### src/rtl/cam_pkg.sv
// Shared types and default constants for the camera VSYNC conditioning logic.
package cam_pkg;

  typedef enum logic [1:0] {
    IDLE,
    ARMED,
    LOCKED,
    STALLED
  } vsc_state_t;

  localparam int unsigned CLK50_HZ           = 50_000_000;
  localparam int unsigned VSC_FILTER_LEN_DEF = 4;

endpackage

### src/rtl/vsync_filter.sv
// Two-flop synchroniser plus a run-length glitch filter for the raw camera VSYNC.
// vs_next exposes the level vs will take after the coming edge, for edge detection.
module vsync_filter
  import cam_pkg::*;
#(
  parameter int unsigned FILTER_LEN = VSC_FILTER_LEN_DEF
) (
  input  logic clk50,
  input  logic rst,
  input  logic vs_raw,
  output logic vs,
  output logic vs_next
);

  localparam logic [7:0] CNT_LAST = 8'(FILTER_LEN - 1);

  logic       s1_q;
  logic       s2_q;
  logic       vs_q;
  logic       vs_d;
  logic [7:0] cnt_q;
  logic [7:0] cnt_d;

  // NOTE: defaults are assigned first so every path drives cnt_d and vs_d; no latch.
  always_comb begin
    cnt_d = '0;
    vs_d  = vs_q;
    if (s2_q != vs_q) begin
      if (cnt_q == CNT_LAST) begin
        vs_d = s2_q;
      end else begin
        cnt_d = cnt_q + 8'd1;
      end
    end
  end

  // NOTE: all state uses non-blocking assignments so every flop samples pre-edge values.
  always_ff @(posedge clk50 or posedge rst) begin
    if (rst) begin
      s1_q  <= 1'b0;
      s2_q  <= 1'b0;
      cnt_q <= '0;
      vs_q  <= 1'b0;
    end else begin
      s1_q  <= vs_raw;
      s2_q  <= s1_q;
      cnt_q <= cnt_d;
      vs_q  <= vs_d;
    end
  end

  assign vs      = vs_q;
  assign vs_next = vs_d;

endmodule

### src/rtl/cam_vsync_conditioner.sv
// Turns the asynchronous camera VSYNC into a clean frame-start strobe and tracks
// frame period, frame count and camera stall in the clk50 domain.
module cam_vsync_conditioner
  import cam_pkg::*;
#(
  parameter int unsigned FILTER_LEN = VSC_FILTER_LEN_DEF,
  parameter logic [31:0] TIMEOUT    = 32'(CLK50_HZ),
  parameter int unsigned CNT_W      = 32
) (
  input  logic             clk50,
  input  logic             rst,
  input  logic             vs_raw,
  output logic             vs,
  output logic             vs_rise,
  output logic [CNT_W-1:0] frame_period,
  output logic             period_valid,
  output logic [15:0]      frame_cnt,
  output logic             stall
);

  localparam logic [CNT_W-1:0] CNT_MAX = '1;

  logic             vs_filt;
  logic             vs_next;
  logic             rise_q,         rise_d;
  logic [CNT_W-1:0] pcnt_q,         pcnt_d;
  logic [CNT_W-1:0] pcnt_inc;
  vsc_state_t       state_q,        state_d;
  logic [CNT_W-1:0] frame_period_q, frame_period_d;
  logic             period_valid_q, period_valid_d;
  logic [15:0]      frame_cnt_q,    frame_cnt_d;
  logic             stall_q,        stall_d;
  logic             timeout_hit;

  vsync_filter #(
    .FILTER_LEN(FILTER_LEN)
  ) u_filter (
    .clk50  (clk50),
    .rst    (rst),
    .vs_raw (vs_raw),
    .vs     (vs_filt),
    .vs_next(vs_next)
  );

  // Saturating increment doubles as the "pcnt + 1" period measurement.
  assign pcnt_inc    = (pcnt_q == CNT_MAX) ? CNT_MAX : pcnt_q + CNT_W'(1);
  // Wide compare so a TIMEOUT beyond the counter range simply never trips.
  assign timeout_hit = (64'(pcnt_q) == (64'(TIMEOUT) - 64'd1));

  always_comb begin
    rise_d         = vs_next & ~vs_filt;
    pcnt_d         = rise_q ? '0 : pcnt_inc;
    state_d        = state_q;
    frame_period_d = frame_period_q;
    period_valid_d = period_valid_q;
    frame_cnt_d    = frame_cnt_q;
    stall_d        = stall_q;

    // A frame start in the timeout cycle takes priority over raising a stall.
    if (rise_q) begin
      frame_cnt_d = frame_cnt_q + 16'd1;
      stall_d     = 1'b0;
      case (state_q)
        IDLE, STALLED: state_d = ARMED;
        ARMED, LOCKED: begin
          state_d        = LOCKED;
          frame_period_d = pcnt_inc;
          period_valid_d = 1'b1;
        end
        default: state_d = IDLE;
      endcase
    end else if (timeout_hit && (state_q != STALLED)) begin
      state_d        = STALLED;
      stall_d        = 1'b1;
      period_valid_d = 1'b0;
    end
  end

  always_ff @(posedge clk50 or posedge rst) begin
    if (rst) begin
      rise_q         <= 1'b0;
      pcnt_q         <= '0;
      state_q        <= IDLE;
      frame_period_q <= '0;
      period_valid_q <= 1'b0;
      frame_cnt_q    <= '0;
      stall_q        <= 1'b0;
    end else begin
      rise_q         <= rise_d;
      pcnt_q         <= pcnt_d;
      state_q        <= state_d;
      frame_period_q <= frame_period_d;
      period_valid_q <= period_valid_d;
      frame_cnt_q    <= frame_cnt_d;
      stall_q        <= stall_d;
    end
  end

  assign vs           = vs_filt;
  assign vs_rise      = rise_q;
  assign frame_period = frame_period_q;
  assign period_valid = period_valid_q;
  assign frame_cnt    = frame_cnt_q;
  assign stall        = stall_q;

endmodule

### config.mk
export PLATFORM = sky130hd
export DESIGN_NAME = cam_vsync_conditioner
export DESIGN_NICKNAME = d
export VERILOG_FILES = /design/src/rtl/cam_pkg.sv /design/src/rtl/vsync_filter.sv /design/src/rtl/cam_vsync_conditioner.sv
export SDC_FILE = /design/constraint.sdc
export NUM_CORES = 1
export LEC_CHECK = 0
export CAP_MARGIN = 25
export CELL_PAD_IN_SITES_DETAIL_PLACEMENT = 1
export CELL_PAD_IN_SITES_GLOBAL_PLACEMENT = 2
export CORE_UTILIZATION = 40
export CTS_BUF_LIST = sky130_fd_sc_hd__clkbuf_2 sky130_fd_sc_hd__clkbuf_4 sky130_fd_sc_hd__clkbuf_8
export CTS_CLUSTER_SIZE = 10
export DETAILED_ROUTE_END_ITERATION = 7
export GPL_ROUTABILITY_DRIVEN = 0
export PLACE_DENSITY = 0.85
export SLEW_MARGIN = 20
export SYNTH_ARGS = -nofsm -noshare
export SYNTH_HDL_FRONTEND = slang
export SYNTH_SLANG_ARGS = --single-unit
### constraint.sdc
create_clock -name clk50 -period 4.9 [get_ports clk50]
set_input_delay 0.98 -clock clk50 [delete_from_list [all_inputs] [get_ports clk50]]
set_output_delay 0.98 -clock clk50 [all_outputs]
set_load 0.01 [all_outputs]
==> results of run 1 <==
## stage by stage
step / hold WS [ns] / power, µW / instances / util
floorplan: 0.331 / 1300 / 425 / -
global placement: 0.340 / 1530 / 602 / 0.480
detailed placement: 0.349 / 1550 / 602 / 0.480
CTS: 0.382 / 2060 / 618 / 0.498
global route: 0.392 / 2140 / 618 / 0.498
finish: 0.383 / 2030 / 618 / 0.498
## power by group through the flow
stage | Combinational [µW] | Clock (µW) | Sequential (µW)
final | 485 | 507 | 1040
after global routing | 538 | 541 | 1060
after CTS | 494 | 520 | 1040
after detailed placement | 492 | 0 | 1060
after global placement | 485 | 0 | 1050
after floorplan | 229 | 0 | 1070
## layer usage
layer	global-route usage	vias up	share of wire
li1	-	1590	-
met1	0.275	1651	0.50
met2	0.296	52	0.46
met3	0.0282	14	0.028
met4	0.0861	0	0.017
met5	0	-	0
## area by class of cell
cell class / count / area (µm²)
Fill cell: 1207 / 5250
Sequential cell: 96 / 2400
Multi-Input combinational cell: 308 / 1850
Timing Repair Buffer: 59 / 578
Tap cell: 136 / 170
Clock buffer: 11 / 151
Clock inverter: 5 / 40.0
Inverter: 3 / 12.5
## worst paths after layout
kind | cells after the start | endpoint | from | slack, ns
max | 6 | frame_period[9] | pcnt_q[0] | 1.96
min | 0 | u_filter.s2_q | u_filter.s1_q | 0.38
max reg2reg | 6 | frame_period[9] | pcnt_q[0] | 1.96
min reg2reg | 0 | u_filter.s2_q | u_filter.s1_q | 0.38
max in group asynchronous | 3 | frame_period[25] | rst | 3.02
min in group asynchronous | 2 | frame_cnt[0] | rst | 1.01
## Yosys cell counts (all sizes together)
library cell / number
mux2: 2
and4: 10
a41o: 1
xor2: 20
a2111oi: 1
and3b: 1
a31oi: 8
inv: 3
nand2: 46
a21oi: 16
and2: 2
nand4: 13
dfrtp: 96
buf: 6
o31ai: 2
xnor2: 22
mux2i: 4
nor3b: 1
and3: 12
o211a: 1
nor3: 14
ha: 4
o21ai: 21
o31a: 1
nor4b: 6
nor4: 8
nor2: 66
o41a: 1
or3: 1
or4: 2
a41oi: 1
clkbuf: 12
nand3: 21
## cells in the final DEF (no fill, tap or decap), drive strengths merged, types with 11 or more instances in the layout
master	netlist	layout
clkbuf	12	11
clkdlybuf4s50	0	54
dfrtp	96	96
nor3	14	14
nand2	46	46
nand4	13	13
o21ai	21	21
and3	12	12
nand3	21	21
a21oi	16	16
nor2	66	66
xor2	20	20
xnor2	22	22
## state kept, by name, summed over array words and instances (netlist names)
name and count:
frame_period 32, pcnt_q 32, frame_cnt 16, u_filter.cnt_q 8, state_q 2, period_valid 1, stall 1, u_filter.s1_q 1
u_filter.s2_q 1, u_filter.vs 1, vs_rise 1
## logic make-up (layout without fill, tap and decap cells)
family | after synthesis | in the layout | share of synthesized area
XOR/XNOR | 42 | 42 | 0.0842
AND/OR/NAND/NOR | 203 | 203 | 0.235
flip-flops | 96 | 96 | 0.550
adder cells (fa/ha/maj) | 4 | 4 | 0.0115
multiplexers | 6 | 6 | 0.0143
buffers and inverters | 21 | 78 | 0.0261
AO/OA/AOI/OAI | 53 | 53 | 0.0790
==> summary.txt, run 1 <==
Status
  – Status: complete, no violations

Timing
  – Post-route minimum period: approximately 2.9 ns
  – Final setup viols: 0
  – Hold Vio Cnt, Final: 0
  – Worst Skew: approximately 0.015 ns
  – Max Slew Vio Count: 0
  – Setup TNS: 0 ns
  – Fmax: 340 MHz
  – Min setup slack post-route: 1.96 ns
  – Slew @ Worst Pin: 0.947 ns
  – RSZ-0062 raised after global routing: no
  – Slew headroom: 0.364
  – Period utilization: 0.600

Detailed routing
  – Vias/cell: 5.35
  – First-pass iteration count of the detailed router: 4
  – Drc violations: 0
  – Final wirelength: 10300 µm
  – Antenna viol nets, final: 0
  – DR vias: 3307
  – Drt initial violations: approximately 120
  – WL per Instance: 16.7 µm

Clocking
  – Post-CTS Setup Bufs: 0
  – Hold_buf cts: 0
  – H-tree depth: 3
  – CTS sink count: 96
  – PostCTS Resize Cnt: 0
  – TritonCTS clock tree: yes
  – Number of buffers on the longest clock path: 2
  – Worst-path clk slew: 0.10 ns
  – CTS Buf Count: 9
  – Skew-Pair Late Insertion Delay: approximately 0.38 ns
  – Clk root buf: clkbuf_8

Critical path
  – CP Max Fanout: 17
  – CP Capture Type: flop
  – Crit path DAT: 3.24 ns
  – Setup crit start kind: flop
  – CP Class: reg -> reg
  – Critical path buffers and inverters: 0
  – Slowest CP cell: nor4_4
  – Req. time, crit path: 5.20 ns
  – CP delay by family, top: simple AND/OR/NAND/NOR gates
  – Crit-path max cell delay: about 0.88 ns
  – CP cell instances: ha_1 > nand3_1 > or3_1 > nor4_4 > nor2_1 > a21oi_1

Yosys
  – Cell variety after synth: between 40 and 50
  – Synth area leaders: dfrtp_1 (55%), nor2_1 (5.7%), xnor2_1 (4.4%), xor2_1 (4.0%), nand2_1 (4.0%)
  – Mapped Cells: roughly 430
  – Seq/Total Area, Yosys: 0.550
  – Leading area contributor after synthesis: dfrtp_1
  – Synth Warn #: 0
  – Syn Area/Cell: 10.3 µm²
  – Synthesized area: 0.00437 mm²
  – Yosys reg bits: 96
  – Syn nets: 432
  – Top cell type's share of synthesized area: 0.550

GRT
  – First-pass GRT wire length: around 17000 µm
  – Antenna violations before repair: 0
  – Pin count of the biggest net entering global routing: 45
  – Grt ovf: 0
  – Vias in the first global route: 3421
  – Total track usage: 0.195

Placed design
  – Post-DP HPWL: approximately 7200 µm
  – Placed cell area: 0.00502 mm²
  – Dpl ws: 1.96 ns
  – IO Port Bufs: between 50 and 60

Power and ir drop
  – Proportion of power drawn by the clock network: 0.249
  – NetSw: 651 µW
  – Seq pwr share: 0.512
  – P_int: 1380 µW
  – VDD IR max: 0.191 mV
  – Power per Cell Area: 390 mW/mm²
  – Switching Share: 0.321
  – Logic gate share of total power: 0.239
  – Pleak: approximately 0.0023 µW

Floorplan
  – Initial Util: 0.418
  – Die width: 107 µm
  – Num rows: 37
  – Boundary Pins: 55
  – CORE AREA: 0.0105 mm²
  – Die Area: 0.0113 mm²
  – Die height: 107 µm

Cells and area
  – Ratio of cells with drive above 1 in the final layout: 0.0809
  – Area delta synth->final: 19.2%
  – Fin nets: 484
  – Antenna cells: 0
  – Cell area after layout: 0.00521 mm²

Run
  – MaxCap Viol Count: 0

Min path
  – HP Class: reg -> reg
Note: power is estimated with default switching activity, not from simulation.
==> run 2, diff against run 1 <==
--- a/config.mk
+++ b/config.mk
@@ -8,12 +8,12 @@
 export CAP_MARGIN = 25
 export CELL_PAD_IN_SITES_DETAIL_PLACEMENT = 1
 export CELL_PAD_IN_SITES_GLOBAL_PLACEMENT = 2
-export CORE_UTILIZATION = 40
+export CORE_UTILIZATION = 33
 export CTS_BUF_LIST = sky130_fd_sc_hd__clkbuf_2 sky130_fd_sc_hd__clkbuf_4 sky130_fd_sc_hd__clkbuf_8
 export CTS_CLUSTER_SIZE = 10
 export DETAILED_ROUTE_END_ITERATION = 7
 export GPL_ROUTABILITY_DRIVEN = 0
-export PLACE_DENSITY = 0.85
+export PLACE_DENSITY = 0.74
 export SLEW_MARGIN = 20
 export SYNTH_ARGS = -nofsm -noshare
 export SYNTH_HDL_FRONTEND = slang
==> constraint.sdc (replaced) <==
create_clock -name clk50 -period 2.6 [get_ports clk50]
set_input_delay 0.52 -clock clk50 [delete_from_list [all_inputs] [get_ports clk50]]
set_output_delay 0.52 -clock clk50 [all_outputs]
set_load 0.01 [all_outputs]
==> run 2 against run 1 <==
  * Clock power grew 100%
  * Sequential power grew 88%
  * Via count increased by 1.2%
  * Worst setup slack lost 1.8 ns
  * Critical path type unchanged
  * Critical endpoint is now frame_period[18]
  * Largest cell class unchanged
  * Highest routed layer unchanged
==> summary.txt, run 2 (synthesized netlist as in run 1, its figures left out) <==
Detailed routing
  – Top Layer Used: met4
  – DR vias: 3347 (+1.2%)
  – Vias/cell: 5.06 (-5.4%)
  – WL per Instance: 15.9 µm (-4.6%)
  – Wire length on met1: 5210 µm (+1.3%)
  – Routed met3 length: 286 µm (-2.4%)
  – Final wirelength: 10500 µm (+2.1%)
  – First-pass iteration count of the detailed router: 4 (unchanged)
  – Drc violations: 0 (unchanged)
  – Metal2 WL: 4830 µm (+2.9%)
  – Drt initial violations: 173 (+43%)
  – Antenna viol nets, final: 0 (unchanged)

Timing
  – Hold Vio Cnt, Final: 0 (unchanged)
  – Slew @ Worst Pin: 0.811 ns (-0.137 ns)
  – Max Slew Vio Count: 0 (unchanged)
  – Setup TNS: 0 ns (unchanged)
  – Period utilization: 0.927 (+0.327)
  – Worst Skew: 0.0118 ns (-0.00274 ns)
  – Fmax: 415 MHz (+22%)
  – Worst hold margin: 0.364 ns (-0.0187 ns)
  – Min setup slack post-route: 0.190 ns (-1.77 ns)
  – Final setup viols: 0 (unchanged)
  – Slew headroom: 0.460 (+0.0959)
  – RSZ-0062 raised after global routing: no
  – Post-route minimum period: 2.41 ns (-0.529 ns)

Cells and area
  – Most frequent cells in the layout: dfrtp_1 (96), nor2_1 (66), clkdlybuf4s50_1 (54), nand2_1 (46), xnor2_1 (22)
  – Final-layout fill cell count: 1447 (+20%)
  – Fin nets: 491 (+1.4%)
  – Cell area after layout: 0.00533 mm² (+2.4%)
  – Area delta synth->final: 22.0%
  – Antenna cells: 0 (unchanged)
  – Ratio of cells with drive above 1 in the final layout: 0.0941 (+0.0132)
  – Commonest non-fill, non-tap cell in the layout: dfrtp_1

Status
  – Status: complete, no violations

Clocking
  – CTS sink count: 96 (unchanged)
  – Number of buffers on the longest clock path: 2 (unchanged)
  – Worst-path clk slew: 0.10 ns (about the same)
  – CTS Buf Count: 9 (unchanged)
  – Hold_buf cts: 0 (unchanged)
  – TritonCTS clock tree: yes
  – H-tree depth: 3 (unchanged)
  – Skew-Pair Late Insertion Delay: 0.38 ns (about the same)
  – Clk root buf: clkbuf_8

Floorplan
  – Num rows: 41 (+11%)
  – Boundary Pins: 55 (unchanged)
  – Die width: 117 µm (+9.9%)
  – Initial Util: 0.342 (-0.0756)
  – Die height: 117 µm (+9.9%)
  – CORE AREA: 0.0128 mm² (+22%)
  – Die Area: 0.0137 mm² (+21%)

GRT
  – Antenna violations before repair: 0 (unchanged)
  – Grt ovf: 0 (unchanged)
  – Total track usage: 0.174 (-0.0209)
  – Vias in the first global route: 3487 (+1.9%)
  – First-pass GRT wire length: 18000 µm (+4.7%)
  – Pin count of the biggest net entering global routing: 97 (+120%)

Power and ir drop
  – Switching Share: 0.315 (-0.00541)
  – Pleak: 0.00229 µW (+1.9%)
  – P_int: 2680 µW (+94%)
  – NetSw: 1230 µW (+89%)
  – VDD IR max: 0.369 mV (+94%)
  – Proportion of power drawn by the clock network: 0.260 (+0.011)
  – Logic gate share of total power: 0.242 (+0.003)
  – Power per Cell Area: 734 mW/mm² (+88%)
  – Seq pwr share: 0.498 (-0.014)

Critical path
  – Crit path DAT: 2.66 ns (-0.58 ns)
  – Setup crit start kind: flop
  – CP Max Fanout: 6 (-11)
  – Req. time, crit path: 2.85 ns (-2.35 ns)
  – CP Capture Type: flop
  – CP Class: reg -> reg
  – Worst R2R Setup Slack: 0.19 ns (-1.77 ns)

Min path
  – HP Class: reg -> reg

Placed design
  – Dpl ws: 0.165 ns (-1.79 ns)
  – IO Port Bufs: 54 (unchanged)
  – Post-DP HPWL: 7520 µm (+4.3%)
  – Placed cell area: 0.00513 mm² (+2.2%)

Run
  – MaxCap Viol Count: 0 (unchanged)
[run 2: cell count changes in the layout (fill, tap and decap cells not counted)]
cell,previous run,this run
buf_4,5,11
clkinvlp_4,3,4
clkinv_4,1,0
clkbuf_8,11,10
bufinv_16,0,1
buf_12,0,1
[run 2: final cells by class]
| cell class | instances | area, µm² | share of cell area |
|---|---|---|---|
| clock buffer | 10 | 138 | 0.0258 |
| tap | 172 | 215 | 0.0403 |
| sequential | 96 | 2400 | 0.450 |
| timing repair buffer | 66 | 643 | 0.121 |
| inverter | 3 | 15.0 | 0.00281 |
| clock inverter | 6 | 66.3 | 0.0124 |
| multi-input combinational | 308 | 1850 | 0.348 |
[run 2: power by group through the flow]
stage | Combinational, µW | Sequential (µW) | Clock [µW]
3_5_place_dp | 963 | 1980 | 0
3_3_place_gp | 947 | 1970 | 0
6_report | 948 | 1950 | 1020
2_1_floorplan | 433 | 2010 | 0
5_1_grt | 1060 | 1990 | 1130
4_1_cts | 970 | 1960 | 1060
[run 2: worst paths after layout]
path | start | to | cells after the start
setup / recovery | pcnt_q[1] | frame_period[18] | 7
hold reg to reg | u_filter.s1_q | u_filter.s2_q | 0
max in group asynchronous | rst | frame_period[18] | 3
setup reg to reg | pcnt_q[1] | frame_period[18] | 7
min in group asynchronous | rst | u_filter.cnt_q[4] | 3
hold / removal | u_filter.s1_q | u_filter.s2_q | 0
[run 2: timing repair]
action                                  CTS  global route
endpoints found under the setup margin    0             3
resized for setup                         0             0
buffers inserted                          0             0
[run 2: layer usage]
| layer | vias up | track usage |
|---|---|---|
| li1 | 1599 | - |
| met1 | 1690 | 0.242 |
| met2 | 47 | 0.269 |
| met3 | 11 | 0.0278 |
| met4 | 0 | 0.0734 |
| met5 | - | 0 |
[run 2: critical path: stages, from the launching register on]
cell	delay, ns
dfrtp_1	0.43
ha_1	0.29
nand3_1	0.18
or3_1	0.47
buf_4	0.21
o41a_1	0.41
nor3_1	0.19
o21ai_0	0.10
[run 2: metrics by stage]
stage	utilization	power [µW]	std cells
3_5_place_dp	0.402	2950	645
5_1_grt	0.418	4180	661
2_1_floorplan	-	2440	425
4_1_cts	0.418	3990	661
3_3_place_gp	0.402	2920	645
6_report	0.418	3920	661
